===== src/rtl/pkt_buf_pkg.sv =====
// Shared types and widths for the packet cell client and its neighbours.
package pkt_buf_pkg;

  // Width of the free-running drop and allocation statistics counters.
  localparam int CNT_WIDTH = 32;

  // Allocation FSM: wait for a packet, request a cell, present the descriptor.
  typedef enum logic [1:0] {
    ST_IDLE = 2'd0,
    ST_REQ  = 2'd1,
    ST_OUT  = 2'd2
  } alloc_state_t;

  // Width needed to count from 0 up to and including cell_num.
  function automatic int occ_width(input int cell_num);
    return $clog2(cell_num) + 1;
  endfunction

endpackage


===== src/rtl/axis_fifo.sv =====
// Small synchronous valid/ready FIFO; data is held stable at the head until popped.
module axis_fifo #(
  parameter int DEPTH      = 4,
  parameter int DATA_WIDTH = 8
) (
  input  logic                  clk,
  input  logic                  rst,
  input  logic                  s_valid,
  output logic                  s_ready,
  input  logic [DATA_WIDTH-1:0] s_data,
  output logic                  m_valid,
  input  logic                  m_ready,
  output logic [DATA_WIDTH-1:0] m_data
);

  localparam int PTR_W = (DEPTH > 1) ? $clog2(DEPTH) : 1;
  localparam int CNT_W = $clog2(DEPTH + 1);

  logic [DATA_WIDTH-1:0] mem [DEPTH];
  logic [PTR_W-1:0]      wr_ptr;
  logic [PTR_W-1:0]      rd_ptr;
  logic [CNT_W-1:0]      count;
  logic                  push;
  logic                  pop;

  assign s_ready = (count != CNT_W'(DEPTH));
  assign m_valid = (count != '0);
  assign m_data  = mem[rd_ptr];
  assign push    = s_valid && s_ready;
  assign pop     = m_valid && m_ready;

  // Storage array needs no reset; occupancy tracking decides what is valid.
  always_ff @(posedge clk) begin
    if (push) begin
      mem[wr_ptr] <= s_data;
    end
  end

  // Pointers wrap explicitly so non-power-of-two depths also work.
  always_ff @(posedge clk) begin
    if (rst) begin
      wr_ptr <= '0;
      rd_ptr <= '0;
      count  <= '0;
    end else begin
      if (push) begin
        wr_ptr <= (wr_ptr == PTR_W'(DEPTH - 1)) ? '0 : wr_ptr + 1'b1;
      end
      if (pop) begin
        rd_ptr <= (rd_ptr == PTR_W'(DEPTH - 1)) ? '0 : rd_ptr + 1'b1;
      end
      case ({push, pop})
        2'b10:   count <= count + 1'b1;
        2'b01:   count <= count - 1'b1;
        default: count <= count;
      endcase
    end
  end

endmodule


===== src/rtl/pkt_cell_client.sv =====
// Per-packet cell allocation client with a buffered release path to the allocator.
module pkt_cell_client
  import pkt_buf_pkg::*;
#(
  parameter int LEN_WIDTH     = 16,
  parameter int CELL_NUM      = 64,
  parameter int CELL_ID_WIDTH = $clog2(CELL_NUM),
  parameter int CELL_BYTES    = 1536,
  parameter int ALLOC_TIMEOUT = 8
) (
  input  logic                         clk,
  input  logic                         rst,
  input  logic                         s_pkt_valid,
  output logic                         s_pkt_ready,
  input  logic [LEN_WIDTH-1:0]         s_pkt_len,
  input  logic                         s_pkt_prio,
  output logic                         alloc_mem_req,
  output logic [LEN_WIDTH-1:0]         alloc_mem_size,
  input  logic [CELL_ID_WIDTH-1:0]     alloc_cell_id,
  input  logic                         alloc_mem_success,
  input  logic                         alloc_mem_intense,
  output logic                         m_desc_valid,
  input  logic                         m_desc_ready,
  output logic [CELL_ID_WIDTH-1:0]     m_desc_cell_id,
  output logic [LEN_WIDTH-1:0]         m_desc_len,
  input  logic                         s_rel_valid,
  output logic                         s_rel_ready,
  input  logic [CELL_ID_WIDTH-1:0]     s_rel_cell_id,
  input  logic [LEN_WIDTH-1:0]         s_rel_len,
  output logic                         free_mem_req,
  input  logic                         free_mem_ready,
  output logic [CELL_ID_WIDTH-1:0]     free_cell_id,
  output logic [LEN_WIDTH-1:0]         free_mem_size,
  output logic [CNT_WIDTH-1:0]         drop_cnt,
  output logic [CNT_WIDTH-1:0]         alloc_cnt,
  output logic [occ_width(CELL_NUM)-1:0] outstanding_cells
);

  localparam int OCC_W   = occ_width(CELL_NUM);
  localparam int RETRY_W = $clog2(ALLOC_TIMEOUT + 1);
  localparam int REL_W   = LEN_WIDTH + CELL_ID_WIDTH;
  localparam logic [LEN_WIDTH:0] MAX_LEN    = (LEN_WIDTH + 1)'(CELL_BYTES);
  localparam logic [RETRY_W-1:0] RETRY_LAST = RETRY_W'(ALLOC_TIMEOUT - 1);

  alloc_state_t           state_q, state_d;
  logic [RETRY_W-1:0]     retry_q, retry_d;
  logic [LEN_WIDTH-1:0]   len_q;
  logic                   prio_q;
  logic [CELL_ID_WIDTH-1:0] cell_id_q;
  logic [CNT_WIDTH-1:0]   drop_q;
  logic [CNT_WIDTH-1:0]   alloc_q;
  logic [OCC_W-1:0]       occ_q;
  logic                   req_c;
  logic                   drop_evt;
  logic                   alloc_evt;
  logic                   pkt_accept;
  logic                   len_bad;
  logic                   free_hs;
  logic                   fifo_s_ready;
  logic                   fifo_m_valid;
  logic [REL_W-1:0]       fifo_m_data;

  // Every handshake/strobe output is forced low while reset is held.
  assign s_pkt_ready    = !rst && (state_q == ST_IDLE);
  assign alloc_mem_req  = !rst && req_c;
  assign alloc_mem_size = alloc_mem_req ? len_q : '0;
  assign m_desc_valid   = !rst && (state_q == ST_OUT);
  assign m_desc_cell_id = rst ? '0 : cell_id_q;
  assign m_desc_len     = rst ? '0 : len_q;
  assign drop_cnt       = rst ? '0 : drop_q;
  assign alloc_cnt      = rst ? '0 : alloc_q;
  assign outstanding_cells = rst ? '0 : occ_q;

  assign pkt_accept = s_pkt_valid && s_pkt_ready;
  assign len_bad    = (len_q == '0) || ({1'b0, len_q} > MAX_LEN);
  assign free_hs    = free_mem_req && free_mem_ready;

  // Allocation FSM state and retry counter; reset discards any in-flight packet.
  always_ff @(posedge clk) begin
    if (rst) begin
      state_q <= ST_IDLE;
      retry_q <= '0;
    end else begin
      state_q <= state_d;
      retry_q <= retry_d;
    end
  end

  // Next-state logic; drop screening only happens on the first request cycle.
  always_comb begin
    state_d   = state_q;
    retry_d   = retry_q;
    req_c     = 1'b0;
    drop_evt  = 1'b0;
    alloc_evt = 1'b0;
    case (state_q)
      ST_IDLE: begin
        retry_d = '0;
        if (pkt_accept) begin
          state_d = ST_REQ;
        end
      end
      ST_REQ: begin
        if ((retry_q == '0) && (len_bad || (alloc_mem_intense && !prio_q))) begin
          drop_evt = 1'b1;
          state_d  = ST_IDLE;
        end else begin
          req_c = 1'b1;
          if (alloc_mem_success) begin
            alloc_evt = 1'b1;
            retry_d   = '0;
            state_d   = ST_OUT;
          end else if (retry_q == RETRY_LAST) begin
            drop_evt = 1'b1;
            retry_d  = '0;
            state_d  = ST_IDLE;
          end else begin
            retry_d = retry_q + 1'b1;
          end
        end
      end
      ST_OUT: begin
        if (m_desc_ready) begin
          state_d = ST_IDLE;
        end
      end
      default: begin
        state_d = ST_IDLE;
      end
    endcase
  end

  // Packet descriptor capture and wrapping drop/alloc statistics.
  always_ff @(posedge clk) begin
    if (rst) begin
      len_q     <= '0;
      prio_q    <= 1'b0;
      cell_id_q <= '0;
      drop_q    <= '0;
      alloc_q   <= '0;
    end else begin
      if (pkt_accept) begin
        len_q  <= s_pkt_len;
        prio_q <= s_pkt_prio;
      end
      if (alloc_evt) begin
        cell_id_q <= alloc_cell_id;
        alloc_q   <= alloc_q + 1'b1;
      end
      if (drop_evt) begin
        drop_q <= drop_q + 1'b1;
      end
    end
  end

  // Cells held by this client; a simultaneous alloc and free cancel out.
  always_ff @(posedge clk) begin
    if (rst) begin
      occ_q <= '0;
    end else if (alloc_evt && !free_hs) begin
      if (occ_q != OCC_W'(CELL_NUM)) begin
        occ_q <= occ_q + 1'b1;
      end
    end else if (free_hs && !alloc_evt) begin
      if (occ_q != '0) begin
        occ_q <= occ_q - 1'b1;
      end
    end
  end

  assign s_rel_ready   = !rst && fifo_s_ready;
  assign free_mem_req  = !rst && fifo_m_valid;
  assign free_cell_id  = rst ? '0 : fifo_m_data[CELL_ID_WIDTH-1:0];
  assign free_mem_size = rst ? '0 : fifo_m_data[REL_W-1:CELL_ID_WIDTH];

  axis_fifo #(
    .DEPTH      (4),
    .DATA_WIDTH (REL_W)
  ) u_rel_fifo (
    .clk     (clk),
    .rst     (rst),
    .s_valid (s_rel_valid && !rst),
    .s_ready (fifo_s_ready),
    .s_data  ({s_rel_len, s_rel_cell_id}),
    .m_valid (fifo_m_valid),
    .m_ready (free_mem_ready && !rst),
    .m_data  (fifo_m_data)
  );

endmodule


===== config.mk =====
export PLATFORM = sky130hd
export DESIGN_NAME = pkt_cell_client
export DESIGN_NICKNAME = d
export VERILOG_FILES = /design/src/rtl/pkt_buf_pkg.sv /design/src/rtl/axis_fifo.sv /design/src/rtl/pkt_cell_client.sv
export SDC_FILE = /design/constraint.sdc
export NUM_CORES = 1
export LEC_CHECK = 0
export ABC_AREA = 1
export CORE_MARGIN = 3
export CORE_UTILIZATION = 45
export DETAILED_ROUTE_END_ITERATION = 10
export PLACE_DENSITY_LB_ADDON = 0.3
export SYNTH_ARGS = -nofsm -noshare
export SYNTH_HDL_FRONTEND = slang
export SYNTH_SLANG_ARGS = --single-unit

===== constraint.sdc =====
create_clock -name clk -period 3.85 [get_ports clk]
set_input_delay 0.385 -clock clk [delete_from_list [all_inputs] [get_ports clk]]
set_output_delay 0.385 -clock clk [all_outputs]
set_load 0.05 [all_outputs]

## After elaboration in Yosys (flattened, before gate mapping)

Memory sizes are Yosys's and may differ from the RTL's. A register that Yosys moved wholly into a read port is not among the register bits.
Cells that the tools add are included.

| storage, ports and cells | value |
|---|---|
| register bits | 107 |
| bits in writable memories | 88 |
| output and inout bits | 136 |
| memories | 1 |

| operators by class | value |
|---|---|
| add/subtract/negate cells | 9 |
| magnitude comparators | 1 |
| equality and inequality tests | 14 |
| muxes and demuxes | 38 |
| reductions and logical operators | 33 |

Memories:

| memory | depth | bits a word | read ports | clocked after Yosys merged registers in | wr ports | RTL line | source |
|---|---|---|---|---|---|---|---|
| u_rel_fifo.mem | 4 | 22 | 1 | 1 | 1 | axis_fifo.sv:19 | `logic [DATA_WIDTH-1:0] mem [DEPTH];` |

Operators by type and width:

| kind | count |
|---|---|
| $add A32 B1 Y32 const B | 2 |
| $mux W32 | 2 |
| $mux W16 | 3 |
| $mux W7 | 5 |
| $mux W2 | 9 |
| $gt A16 B11 Y1 const B | 1 |
| $logic_not A16 Y1 | 1 |
| $logic_and A1 B1 Y1 | 15 |
| $mux W4 | 3 |
| $mux W6 | 2 |
| $mux W1 | 11 |
| $eq A2 B2 Y1 const B | 4 |
| $pmux W4 S2 | 1 |
| $reduce_bool A2 Y1 | 4 |
| $add A7 B1 Y7 const B | 1 |
| $ne A7 B7 Y1 const B | 1 |
| $reduce_bool A7 Y1 | 1 |
| $sub A7 B1 Y7 const B | 1 |
| $ne A2 B2 Y1 const B | 3 |
| $pmux W2 S3 | 1 |
| $pmux W3 S2 | 1 |
| $reduce_and A3 Y1 | 2 |
| $add A2 B1 Y2 const B | 2 |
| $add A4 B1 Y4 const B | 1 |
| other kinds (13) | 18 |

## Logic depth before layout (Yosys ltp)

| logic depth | value |
|---|---|
| depth after elaboration | 10 |
| mapped depth | 23 |

## Hierarchy

From an unflattened synthesis, not the netlist that was laid out.

| second synthesis, totals | value |
|---|---|
| cell total of the unflattened synthesis | 1447 |
| area, all modules | 10709.0 µm² |

Modules (own cells, without submodules):

| module | times used | cells each | area an instance (µm²) | seq. area each (µm²) |
|---|---|---|---|---|
| pkt_cell_client | 1 | 1164 | 6890.4 | 2001.9 |
| axis_fifo | 1 | 283 | 3818.7 | 2822.7 |

## Worst setup path before layout

OpenSTA, ideal clock, no wires.

| path | value |
|---|---|
| path type | input to register |
| start point | in rst |
| end point | reg occ_q[6] |
| library setup time | 0.109 ns |
| data arrival time | 3.125 ns |
| setup slack | 0.615 ns |
| cell stages on the path | 15 |
| cells stage by stage | buf_2 > a31oi_1 > nand2_1 > ha_1 > inv_1 > ha_1 > a21oi_1 > nand2_1 > nand2_1 > nand2_1 > a21oi_1 > or2_2 > nand3_1 > nand2_1 > inv_1 |

| on the way | value |
|---|---|
| word-level cells in the longest chain between the ends | 7 |
| elaborated cells on any way between the ends | 11 |
| those cells by class | 1 x eq/ne; 1 x mux; 9 x reduce/logical |

Ends and longest elaborated chain:

| what | RTL line | source |
|---|---|---|
| from (decl) | pkt_cell_client.sv:12 | `input logic rst,` |
| $logic_not A1 Y1 * | pkt_cell_client.sv:172 | `assign free_mem_req = !rst && fifo_m_valid;` |
| $logic_and A1 B1 Y1 * | pkt_cell_client.sv:172 |  |
| via free_mem_req | pkt_cell_client.sv:30 | `output logic free_mem_req,` |
| $logic_and A1 B1 Y1 * | pkt_cell_client.sv:76 | `assign free_hs = free_mem_req && free_mem_ready;` |
| $logic_not A1 Y1 | pkt_cell_client.sv:160 | `end else if (alloc_evt && !free_hs) begin` |
| $logic_and A1 B1 Y1 | pkt_cell_client.sv:160 |  |
| $ne A2 B1 Y1 (no line) / $reduce_bool A2 Y1 (equally long branches) | -- |  |
| $reduce_and A3 Y1 (no line) | -- |  |
| to (signal assigned) | pkt_cell_client.sv:162 | `occ_q <= occ_q + 1'b1;` |
| to (signal assigned) | pkt_cell_client.sv:166 | `occ_q <= occ_q - 1'b1;` |
| to (decl) | pkt_cell_client.sv:52 | `logic [OCC_W-1:0] occ_q;` |

Mark *: on every way through the listed nets, which the timed path passes. The rest lies on a longest branch.
A chain may end at the register's enable or synchronous reset.

## Final worst setup path

| path | value |
|---|---|
| start point | reg len_q[2] |
| end point | out alloc_mem_size[5] |

| on the way | value |
|---|---|
| word-level cells in the longest chain between the ends | 8 |
| elaborated cells on any way between the ends | 9 |
| those cells by class | 1 x order compare; 3 x mux; 5 x reduce/logical |

Ends and longest elaborated chain:

| what | RTL line | source |
|---|---|---|
| from (decl) | pkt_cell_client.sv:47 | `logic [LEN_WIDTH-1:0] len_q;` |
| from (signal assigned) | pkt_cell_client.sv:143 | `len_q <= s_pkt_len;` |
| $gt A16 B11 Y1 / $logic_not A16 Y1 (equally long branches) | pkt_cell_client.sv:75 | `assign len_bad = (len_q == '0) \|\| ({1'b0, len_q} > MAX_LEN);` |
| $logic_or A1 B1 Y1 * | pkt_cell_client.sv:75 |  |
| $logic_or A1 B1 Y1 * | pkt_cell_client.sv:104 | `if ((retry_q == '0) && (len_bad \|\| (alloc_mem_intense && !prio_q))) begin` |
| $logic_and A1 B1 Y1 * | pkt_cell_client.sv:104 |  |
| $mux W1 * | pkt_cell_client.sv:104 |  |
| $mux W1 * | pkt_cell_client.sv:96 | `case (state_q)` |
| $logic_and A1 B1 Y1 * | pkt_cell_client.sv:65 | `assign alloc_mem_req = !rst && req_c;` |
| $mux W16 * | pkt_cell_client.sv:66 | `assign alloc_mem_size = alloc_mem_req ? len_q : '0;` |
| to (decl) | pkt_cell_client.sv:18 | `output logic [LEN_WIDTH-1:0] alloc_mem_size,` |

Mark *: on every way between the ends. The rest lies on a longest branch, timed or not.

==> impl_metrics.yaml <==
sta:
  max_clock_freq_mhz: 314.5
  worst_pin_slew_ns: 0.7629
  post-route-period-util_pct: 82.59
  slew_headroom_pct: 49.09
  post-route-min-period_ns: 3.180
  finalSetupTns_ns: 0
  setup_slack_ns: 0.6701
  fin_worst_skew_ns: 0.01414
  hold_violations: 0
  rsz0062_at_grt: "false"
  drv_slew: 0
  setup_viol: 0
worst_setup_path:
  critPathLaunch: "len_q[2]"
  cp.buffers_inverters: 1
  cpPeakStageDelay_ns: 0.83
  cp_data_required_time_ns: 3.46
  critPathKind: "flip-flop to output port"
  cpMostUsedCell: "nand2_1"
  crit_family: "simple AND/OR/NAND/NOR gates"
  critical_path_peak_fanout: 17
  start_kind: "flip-flop"
  worstPathCellList: "nor2_1 > nand2_1 > nor2_1 > nand2_1 > nand2_1 > nand2_2 > nand2_4 > nand2_1 > nor2_1 > clkdlybuf4s50_1"
  crit_slowest_cell: "clkdlybuf4s50_1"
  crit-reg2reg-launch: "retry_q[0]"
  crit_arrival_ns: 2.79
  end_kind: "output port"
layout:
  utilization_pct: 57.89
  fill_cells: 2096
  drive_above_1_share_pct: 5.006
  nets: 1656
  antenna_cells: 0
  fin_cells: 1883
  final_cell_mix: "nor2_1, nand2_1, clkdlybuf4s50_1"
  mostFrequentLayoutCell: "nor2_1"
  area_growth_pct: 25.86
detailed_routing:
  antenna_left: 0
  drtIter0Drc: 797
  vias_per_cell: 5.101
  routed_wl_um: 27120
  drt-pass1-iter-count: 5
  vias: 9606
  drcViolationCount: 0
  wl_per_cell_um: 14.40
grt:
  use_met2_pct: 35.22
  antenna_found_initial: 1
  grt_first_pass_wirelength_um: 44160
  grt_max_degree: 75
  grt.met1_usage_pct: 28.07
  top_usage_layer: "met2"
  grt.overflow.total: 0
  use_met3_pct: 5.409
  track_usage_pct: 21.70
  grt_pass1_vias: 9113
place:
  dpl.hpwl_um: 18790
  port_buffers: 188
  gp_congestion: 0.9521
  post-place-cells: 1851
  pre_cts_ws_ns: 0.7293
logic_synthesis:
  synth.area.top_cells: "edfxtp_1, dfxtp_1, nor2_1"
  yosysWarnings: 0
  synth.largest_area_cell: "edfxtp_1"
  synth_top_area_share_pct: 25.30
  synth_cell_types: 34
  ys_seq_elements: 197
  syn_nets: 1499
  synthCells: 1428
  syn_avg_cell_area_um2: 7.314
  ys_seq_area_share_pct: 46.19
  syn-cell-area_um2: 10450
clock_network:
  cts_buffers: 17
  ctsHoldBuffers: 0
  clk_latency_ns: 0.44
  cts_root_buf: "clkbuf_16"
  cts-htree-levels: 4
  numClockSinks: 197
  clkSlewWorstSetupHoldPaths_ns: 0.08
  cts.repair.resized: 0
  cts_max_path_buffers: 2
  cts_setup_buffers: 0
  tritoncts: "built"
job:
  max_cap_violations: 0
outcome:
  status: "finished, final reports clean"
die:
  die_area_um2: 25070
  die_w_um: 158.4
  start_util_pct: 45.99
  num_rows: 55
  core-area_um2: 22710
  ios: 189
  die_y_um: 158.4
hold_path:
  min_path_type: "primary input to flip-flop"
  hold_path_startpoint: "rst"
power:
  p_leak_nw: 4.655
  power_w: 0.004792
  p_per_area_nw_per_um2: 364.5
  ir_drop_mv: 0.2791
## layout make-up
type | count | area, um2 | area share, %
clock inverters | 15 | 206.4 | 1.570
repair buffers | 206 | 2018 | 15.35
well taps | 285 | 356.6 | 2.712
flip-flops and latches | 197 | 4825 | 36.70
clock buffers | 17 | 425.4 | 3.236
multi-input cells | 1008 | 4733 | 36.00
inverters | 155 | 581.8 | 4.426
## report_power, final
group / internal, W / switching (W)
clock: 0.000916 / 0.000952
sequential: 0.00224 / 0.0000227
combinational: 0.000209 / 0.000450
## final timing paths
| kind | to | slack (ns) | cells past startpoint |
|---|---|---|---|
| setup / recovery | alloc_mem_size[5] | 0.67 | 10 |
| hold / removal | state_q[1] | 0.26 | 2 |
| setup reg to reg | occ_q[6] | 1.04 | 18 |
| hold reg to reg | prio_q | 0.46 | 2 |
## through the flow
stage | instance area (um2) | hold slack, ns
5_1_grt | 13150 | 0.2684
2_1_floorplan | 10450 | 0.4294
6_report | 13150 | 0.2626
4_1_cts | 13150 | 0.2525
3_3_place_gp | 12510 | 0.4476
3_5_place_dp | 12510 | 0.4543
## state kept, by name (all words and copies together), names as in the netlist, named ones only
| register | flops |
|---|---|
| u_rel_fifo.wr_ptr | 2 |
| state_q | 2 |
| u_rel_fifo.count | 3 |
| u_rel_fifo.mem | 88 |
| occ_q | 7 |
| prio_q | 1 |
| drop_q | 32 |
| len_q | 16 |
| alloc_q | 32 |
| cell_id_q | 6 |
| retry_q | 4 |
| u_rel_fifo.rd_ptr | 2 |
## kinds of logic (layout without fill, tap and decap cells)
kind of cell / count (synthesis) / after routing / share of synthesized area (%)
and+or+nand+nor: 766 / 766 / 30.77
buffers and inverters: 223 / 393 / 8.613
DFF: 197 / 197 / 46.19
AOI/OAI and AO/OA: 187 / 187 / 9.020
xor gates and xnor gates: 37 / 37 / 3.103
adders and majority gates: 18 / 18 / 2.300
## per-layer routing
layer | vias to the layer above | share of wire [%] | wire (um)
li1 | 4900 | - | -
met1 | 4341 | 44 | 12050
met2 | 314 | 46 | 12430
met3 | 49 | 7.1 | 1923
met4 | 2 | 2.6 | 697
met5 | - | 0.048 | 13
## synth_stat cells, drive strengths merged
cell type	instances
edfxtp	88
o22ai	1
nor3b	3
a31oi	2
nand3	83
nor2	318
nor3	17
o21ai	76
or2	2
nand4	39
ha	16
xnor2	2
a21oi	107
nand3b	2
clkbuf	40
xor2	35
buf	28
o31ai	1
inv	155
nor4	1
dfxtp	109
nand2	301
fa	2
Note: power is estimated with default switching activity, not from simulation.
==> RTL edit: new RTL, same flow settings <==
The 3 states of `alloc_state_t` get a one-hot encoding in 3 bits.
--- a/src/rtl/pkt_buf_pkg.sv
+++ b/src/rtl/pkt_buf_pkg.sv
@@ -6,8 +6,8 @@
 
   // Allocation FSM: wait for a packet, request a cell, present the descriptor.
-  typedef enum logic [1:0] {
-    ST_IDLE = 2'd0,
-    ST_REQ  = 2'd1,
-    ST_OUT  = 2'd2
+  typedef enum logic [2:0] {
+    ST_IDLE = 3'b001,
+    ST_REQ  = 3'b010,
+    ST_OUT  = 3'b100
   } alloc_state_t;
 
Behaviour: no difference found for any inputs over 4 cycles, from zero or initial values and one cycle with rst high; so few cycles prove little.
==> RTL edit against the original RTL <==
Via count decreased by 5.0%. Worst setup slack got worse by 0.13 ns. Die area decreased by 1.5%. Power decreased by 0.81%. Global-route usage decreased by 0.32 points. Routed wire length decreased by 1.7%. Area after synthesis decreased by 1.5%. First-iteration DRC count decreased by 27%. Cell area decreased by 1.3%. Sequential cell count increased by 1. Hold slack improved by 0.12 ns. Critical endpoint is now alloc_mem_size[0]. Highest routed layer is now met4.
==> RTL edit: results (changes against the original RTL) <==
metric,value,unit,change
status,"finished, final reports clean",,unchanged
largest net degree at the start of global routing,58,,was 75
Post-Place Cell Area,12400,sq um,was 12500 sq um
Non-Filler Instances,1836,,was 1883
Routability Congestion,0.933,,was 0.952
Syn Area/Cell,7.46,sq um,was 7.31 sq um
Reg2Reg Launch Point,len_q[6]$_SDFFE_PP0P_,,was retry_q[0]$_SDFFE_PP0P_
"Seq/Total Area, Yosys",47.1,%,was 46.2%
DRT Pass-1 Iters,8,,was 5
initial antenna violation count,0,,was 1
Peak supply drop,0.239,mV,was 0.279 mV
Hold Path Sink,u_rel_fifo.count[1]$_SDFFE_PP0P_,,was state_q[1]$_SDFFE_PP0P_
Tot GR Track Use,21.4,%,was 21.7%
CP Max Fanout,22,,was 17
FF-to-FF path depth,21,,was 18
wire per inst,14.5,microns,was 14.4 microns
Hold Path Class,in2reg,,unchanged
Area contributors post-synth,"edfxtp_1, dfxtp_1, nor2_1",,unchanged
drt via density,4.97,,was 5.10
Synthesized Nets,1451,,was 1499
nets,1615,,was 1656
Worst Max-Slew Pin Slew,0.752,ns,was 0.763 ns
"setup slack, reg-to-reg",1.12,ns,was 1.04 ns
first-pass GRT wire length,42700,microns,was 44200 microns
DRT iter0 DRCs,580,,was 797
"top cells by count, synth","nor2_1, nand2_1, inv_1",,unchanged
placed cell count,1804,,was 1851
LEAKAGE,0.00455,uW,was 0.00465 uW
hpwl dp,18600,microns,was 18800 microns
clock-pin slew on the worst setup and hold paths,0.08,ns,about the same
Worst Skew,0.0147,ns,was 0.0141 ns
ratio of cells with drive above 1 in the final layout,5.14,%,was 5.01%
vias in the first global route,8713,,was 9113
worst path arrival time,2.93,ns,was 2.79 ns
WHS,0.381,ns,was 0.263 ns
synth warn,0,,unchanged
[RTL edit: changes by cell type in the layout (fill, tap and decap cells not counted), sizes merged, moves of 5 or more]
cell and delta:
nand4 -31, nand3 -22, nor3 +16, xor2 +15, nand2 -9, nor2 -7
a21oi -6, o21ai +5
[RTL edit: layer usage]
layer | vias up | wire, microns | global-route usage, %
li1 | 4701 | - | -
met2 | 259 | 12600 | 36.3
met1 | 4150 | 12200 | 28.1
met5 | - | 0 | 0
met4 | 0 | 207 | 4.30
met3 | 18 | 1710 | 5.17
[RTL edit: layout make-up]
| type | count | area (sq um) |
|---|---|---|
| clock buffer | 17 | 425 |
| clock inverter | 15 | 194 |
| fill | 2037 | 9180 |
| inverter | 155 | 582 |
| multi-input combinational | 968 | 4590 |
| sequential | 198 | 4840 |
| tap | 280 | 350 |
| timing repair buffer | 203 | 2000 |
[RTL edit: worst max path at each step]
stage	endpoint	cells after the start	from	slack (ns)
detailed placement	alloc_mem_size[7]	9	alloc_mem_intense	0.64
finish	alloc_mem_size[0]	10	len_q[6]$_SDFFE_PP0P_	0.54
floorplan	u_rel_fifo.mem[0][0]$_DFFE_PP_	4	rst	0.64
global route	alloc_mem_size[15]	10	len_q[6]$_SDFFE_PP0P_	0.23
global placement	alloc_mem_size[12]	9	alloc_mem_intense	0.69
CTS	alloc_mem_size[7]	10	len_q[6]$_SDFFE_PP0P_	0.47
[RTL edit: power breakdown]
group | switching, uW | internal, uW | total (uW)
Clock | 884 | 1000 | 1880
Combinational | 392 | 195 | 587
Sequential | 27.4 | 2250 | 2280
[RTL edit: kinds of logic after synthesis]
logic type      Yosys count  synth area share [%]
compound gates          187                  9.18
xor+xnor                 53                  4.51
fa+ha+maj                19                  2.46
buf+inv                 213                  8.41
flops                   198                  47.1
simple gates            709                  28.3
[RTL edit: through the flow]
step / setup slack [ns] / total power (uW) / util [%]
5_1_grt: 0.234 / 4940 / 58.6
3_5_place_dp: 0.641 / 2920 / 55.8
4_1_cts: 0.466 / 4790 / 58.6
6_report: 0.537 / 4750 / 58.6
2_1_floorplan: 0.642 / 2700 / -
3_3_place_gp: 0.691 / 2910 / 55.8
